`src/rtl/vector_v_pkg.sv`:
```
// vector_v_pkg: shared mode encodings and default widths for the vector slice pipeline
//   MODE_SEL / MODE_PAR : in_mode[0] values (select bit / XOR parity for res1)
//   REV_OFF  / REV_ON   : in_mode[1] values (pass-through / bit-reverse for res3)
//   DEF_*               : default parameter widths
package vector_v_pkg;
   localparam logic MODE_SEL = 1'b0;
   localparam logic MODE_PAR = 1'b1;
   localparam logic REV_OFF = 1'b0;
   localparam logic REV_ON = 1'b1;
   localparam int DEF_DATA_W = 8;
   localparam int DEF_FIELD_W = 4;
   localparam int DEF_CNT_W = 8;
endpackage

```
`src/rtl/vector_slice_core.sv`:
```
// vector_slice_core: combinational result datapath for one word
//   data [DATA_W]  input word
//   off  [OFF_W]   bit offset for res1 select and res2 slice
//   mode [2]       [0] res1 select/parity, [1] res3 pass/reverse
//   res1 [1]       selected bit or XOR parity
//   res2 [FIELD_W] data[off +: FIELD_W], zero past the MSB
//   res3 [DATA_W]  data reversed or passed through
module vector_slice_core
   import vector_v_pkg::*;
#(
   parameter int DATA_W = DEF_DATA_W,
   parameter int FIELD_W = DEF_FIELD_W,
   parameter int OFF_W = $clog2(DATA_W)
) (
   input logic [DATA_W-1:0] data,
   input logic [OFF_W-1:0] off,
   input logic [1:0] mode,
   output logic res1,
   output logic [FIELD_W-1:0] res2,
   output logic [DATA_W-1:0] res3
);
   logic [DATA_W-1:0] sh;
   logic [DATA_W-1:0] rev;
   // a logical right shift zero-fills, so offsets near or past the MSB read zeros
   assign sh = data >> off;
   assign res1 = (mode[0] == MODE_PAR) ? ^data : sh[0];
   assign res2 = sh[FIELD_W-1:0];
   always_comb begin
      rev = '0;
      for (int i = 0; i < DATA_W; i++) rev[i] = data[DATA_W-1-i];
   end
   assign res3 = (mode[1] == REV_ON) ? rev : data;
endmodule

```
`src/rtl/vector_slice_pipe.sv`:
```
// vector_slice_pipe: registered valid/ready wrapper around vector_slice_core with a 1-entry skid buffer
//   clk, rst            clock, asynchronous active-high reset
//   in_data/off/mode    input word, offset, mode (sampled on input transfer)
//   in_valid/in_ready   input handshake; in_ready = !skid_full
//   res1/res2/res3      registered results, valid with out_valid
//   out_valid/out_ready output handshake
//   word_cnt            count of accepted input words, wraps
module vector_slice_pipe
   import vector_v_pkg::*;
#(
   parameter int DATA_W = DEF_DATA_W,
   parameter int FIELD_W = DEF_FIELD_W,
   parameter int OFF_W = $clog2(DATA_W),
   parameter int CNT_W = DEF_CNT_W
) (
   input logic clk,
   input logic rst,
   input logic [DATA_W-1:0] in_data,
   input logic [OFF_W-1:0] in_off,
   input logic [1:0] in_mode,
   input logic in_valid,
   output logic in_ready,
   output logic res1,
   output logic [FIELD_W-1:0] res2,
   output logic [DATA_W-1:0] res3,
   output logic out_valid,
   input logic out_ready,
   output logic [CNT_W-1:0] word_cnt
);
   logic c_res1;
   logic [FIELD_W-1:0] c_res2;
   logic [DATA_W-1:0] c_res3;
   logic skid_full;
   logic s_res1;
   logic [FIELD_W-1:0] s_res2;
   logic [DATA_W-1:0] s_res3;
   logic in_fire;
   logic out_free;

   vector_slice_core #(
      .DATA_W(DATA_W),
      .FIELD_W(FIELD_W),
      .OFF_W(OFF_W)
   ) u_core (
      .data(in_data),
      .off(in_off),
      .mode(in_mode),
      .res1(c_res1),
      .res2(c_res2),
      .res3(c_res3)
   );

   assign in_ready = !skid_full;
   assign in_fire = in_valid && in_ready;
   // output register can take a new entry when empty or being consumed this cycle
   assign out_free = !out_valid || out_ready;

   always_ff @(posedge clk or posedge rst) begin
      if (rst) begin
         out_valid <= 1'b0;
         res1 <= 1'b0;
         res2 <= '0;
         res3 <= '0;
         skid_full <= 1'b0;
         s_res1 <= 1'b0;
         s_res2 <= '0;
         s_res3 <= '0;
         word_cnt <= '0;
      end else begin
         if (out_free) begin
            out_valid <= skid_full || in_fire;
            if (skid_full) begin
               res1 <= s_res1;
               res2 <= s_res2;
               res3 <= s_res3;
            end else if (in_fire) begin
               res1 <= c_res1;
               res2 <= c_res2;
               res3 <= c_res3;
            end
         end
         // the skid holds a word only when the output stage cannot take it directly
         skid_full <= out_free ? (skid_full && in_fire) : (skid_full || in_fire);
         if (in_fire && (skid_full || !out_free)) begin
            s_res1 <= c_res1;
            s_res2 <= c_res2;
            s_res3 <= c_res3;
         end
         word_cnt <= word_cnt + CNT_W'(in_fire);
      end
   end
endmodule

```
`config.mk`:
```
export PLATFORM = sky130hd
export DESIGN_NAME = vector_slice_pipe
export DESIGN_NICKNAME = d
export VERILOG_FILES = /design/src/rtl/vector_v_pkg.sv /design/src/rtl/vector_slice_core.sv /design/src/rtl/vector_slice_pipe.sv
export SDC_FILE = /design/constraint.sdc
export NUM_CORES = 1
export LEC_CHECK = 0
export CELL_PAD_IN_SITES_DETAIL_PLACEMENT = 1
export CELL_PAD_IN_SITES_GLOBAL_PLACEMENT = 2
export CORE_MARGIN = 2
export CORE_UTILIZATION = 34
export CTS_CLUSTER_DIAMETER = 50
export CTS_CLUSTER_SIZE = 25
export DETAILED_ROUTE_END_ITERATION = 12
export DONT_BUFFER_PORTS = 1
export GPL_TIMING_DRIVEN = 1
export PLACE_DENSITY_LB_ADDON = 0.15
export SYNTH_ARGS = -nofsm -noshare
export SYNTH_HDL_FRONTEND = slang
export SYNTH_SLANG_ARGS = --single-unit
export TNS_END_PERCENT = 10
```
`constraint.sdc`:
```
create_clock -name clk -period 1.6 [get_ports clk]
set_clock_uncertainty 0.15 [all_clocks]
set_input_delay 0.24 -clock clk [delete_from_list [all_inputs] [get_ports clk]]
set_output_delay 0.24 -clock clk [all_outputs]
set_load 0.01 [all_outputs]
```
==> metrics.cfg <==
[status]
status=finished clean

[sta]
finalHoldViolCount=0
worst_slew_pin_slew_ns=0.329
slew_violations=0
finalSetupTns_ns=0
fmax_mhz=640
finalCriticalPeriod_ns=1.56
timing.final.crit_share_pct=97.6
setup_viol=0
maxSlewHeadroom_pct=77.8

[worst_setup_path]
crit_path_end=word_cnt[6]
critPathCaptureType=flop
timing.rr.end=word_cnt[6]
cp.arrival_ns=1.58
critical_path_required_ns=1.62
ff2ff_setup_slack_ns=0.04
path_class=reg2reg
crit_start=skid_full
cp_max_fo=3
reg2reg_depth=6
worstReg2RegStart=skid_full
crit_path_start_kind=flop

[synth]
syn_nets=195
synth_warnings=0
ys_seq_area_share_pct=50.3
synth_cell_types=27
ys_ff_latch=36
syn_area_per_cell_sq_um=10.2
syn_inst=176
syn_area_sq_um=1790

[layout]
final_cell_area_sq_um=2140
antenna_cells=0
drive_gt1_share_pct=16.0
layout.nets=207
syn_to_final_growth_pct=19.3
fin_util_pct=41.9

[cts]
clk_pin_slew_ns=0.07
cts_tree=yes
tritoncts.num_buffers=5
clk_latency_ns=0.29
cts_max_path_buffers=2
cts_sinks=36
htreeDepth=2
clockRootBuffer=clkbuf_8

[global_route]
grt-busiest-layer=met2
grtUsageMet3_pct=6.87
grt_usage_pct=14.9
antenna_found_initial=0
grt_max_degree=26
grt_pass1_wl_um=6830
gr-usage-met2_pct=21.8
use_met1_pct=19.2
grt_overflow=0
grt_pass1_vias=1375

[route]
antenna_left=0
routedWlPerCell_um=16.1
drc_errors=0
vias=1313
viasPerCell=5.09
drt_iter0_markers=33
routed_wl_um=4140
drt_first_pass_iters=4

[placed_design]
placedInstanceArea_sq_um=1940
dp.final_hpwl_um=2980
gp_congestion=0.689
port_buffers=0

[power_and_ir_drop]
p_comb_share_pct=21.0
power_switching_w=0.000864
netSwitchingFraction_pct=32.1
p_leak_nw=0.942
clkPwrFrac_pct=26.0
power_density_nw_per_um2=1260
peakVddDrop_mv=0.355
p_int_w=0.00183
power_frac_seq_pct=52.9

[floorplan]
ioPinCount=40
start_util_pct=35.1
num_rows=26
fp.dieH_um=76.6
die-area_sq_um=5870
die_w_um=76.6
core_area_sq_um=5110

[run]
max-cap-violations=0

[worst_hold_path]
min_path_type=in2reg
whs_path_depth=2

[per-layer routing]
metal	share of wire, %	vias up
met5	0	-
met4	1.5	0
met3	7.4	7
met2	46	38
met1	45	645
li1	-	623
[area by class of cell]
cell class                 count  area, sq um
fill                         580         2970
sequential                    36          902
multi-input combinational    125          863
timing repair buffer          16          170
clock buffer                   7         96.3
tap                           70         87.6
inverter                       4         18.8
[cell usage in the layout, fill, tap and decap left out]
master	count
clkbuf_8	7
o21ai_1	1
inv_1	3
mux4_1	2
o22ai_1	1
nor2b_4	1
mux2_4	2
and4_1	1
a21oi_1	24
o21ai_0	12
clkbuf_16	1
nand4_1	1
mux2i_1	15
dlygate4sd3_1	3
dfrtp_1	35
mux4_2	1
o31ai_1	2
nand2b_1	1
buf_4	10
xnor2_1	10
o31a_1	1
a31oi_1	1
nand3_1	1
clkinvlp_4	1
ha_4	2
nor2_1	21
and3_1	2
xor2_1	3
and3_4	1
nand3_2	1
nor2b_1	1
buf_12	2
nand2_1	17
dfrtp_2	1
[flip-flops by register name, indices dropped and copies added, names as in the netlist]
signal	flops
out_valid	1
res1	1
res2	4
res3	8
s_res1	1
s_res2	4
s_res3	8
skid_full	1
word_cnt	8
[synth_stat cells]
cell / number / area [sq um]
mux4_2: 1 / 22.5
a21oi_1: 24 / 120
xnor2_1: 10 / 87.6
xor2_1: 3 / 26.3
and4_1: 1 / 8.76
a31oi_1: 1 / 6.26
buf_6: 1 / 11.3
nand2b_1: 1 / 6.26
buf_2: 5 / 25.0
ha_1: 2 / 25.0
and3_1: 3 / 18.8
o31a_1: 1 / 8.76
nor2b_1: 2 / 12.5
mux4_1: 2 / 52.6
mux2_4: 2 / 30.0
nor2_1: 21 / 78.8
inv_1: 4 / 15.0
o22ai_1: 1 / 6.26
o21ai_1: 1 / 5.00
nand3_1: 2 / 10.0
dfrtp_1: 36 / 901
o21ai_0: 12 / 60.1
mux2i_1: 15 / 150
nand4_1: 1 / 6.26
nand2_1: 17 / 63.8
o31ai_1: 2 / 15.0
clkbuf_1: 5 / 18.8
[cell families (layout without fill, tap and decap cells)]
family,after synthesis,in the layout,share of synthesized area [%]
and+or+nand+nor,48,48,11.5
buffers and inverters,15,27,3.91
xor gates and xnor gates,13,13,6.35
AOI/OAI and AO/OA,42,42,12.4
adders and majority gates,2,2,1.40
muxes,20,20,14.2
DFF,36,36,50.3
[metrics by stage]
| step | worst slack, ns | power [W] | cells | hold slack, ns |
|---|---|---|---|---|
| floorplan | -0.0100 | 0.00179 | 176 | 0.202 |
| global placement | 0.0706 | 0.00192 | 245 | 0.00985 |
| detailed placement | 0.0157 | 0.00196 | 245 | 0.0151 |
| CTS | 0.00301 | 0.00270 | 255 | 0.0248 |
| global route | -0.00381 | 0.00289 | 258 | 0.0631 |
| finish | 0.0377 | 0.00269 | 258 | 0.0238 |
[critical path: stages, from the launching register on]
cell	delay (ns)
dfrtp_2	0.45
nor2b_4	0.15
ha_4	0.16
ha_4	0.13
and3_4	0.20
nand3_2	0.08
xnor2_1	0.14
[worst min-delay path by stage]
stage	endpoint	slack, ns	start
final	s_res3[5]	0.02	in_data[5]
after global routing	s_res3[5]	0.06	in_data[5]
after CTS	s_res3[5]	0.02	in_data[5]
after detailed placement	word_cnt[7]	0.02	rst
after global placement	word_cnt[7]	0.01	rst
after floorplan	out_valid	0.20	in_valid
[power groups by stage]
| stage | registers [W] | logic [W] | clock network [W] |
|---|---|---|---|
| 4_1_cts | 0.00143 | 0.000553 | 0.000724 |
| 3_5_place_dp | 0.00144 | 0.000528 | 0 |
| 2_1_floorplan | 0.00138 | 0.000409 | 0 |
| 5_1_grt | 0.00146 | 0.000654 | 0.000774 |
| 6_report | 0.00142 | 0.000566 | 0.000701 |
| 3_3_place_gp | 0.00142 | 0.000501 | 0 |
[what timing repair did]
action | in CTS | in global routing
hold buffers | 3 | 0
endpoints found under the setup margin | 1 | 2
endpoints found under the hold margin | 39 | 0
gates cloned | 0 | 1
setup buffers | 0 | 2
pin swaps | 0 | 1
resized for setup | 4 | 3
Power figures use the tool's default switching activity.
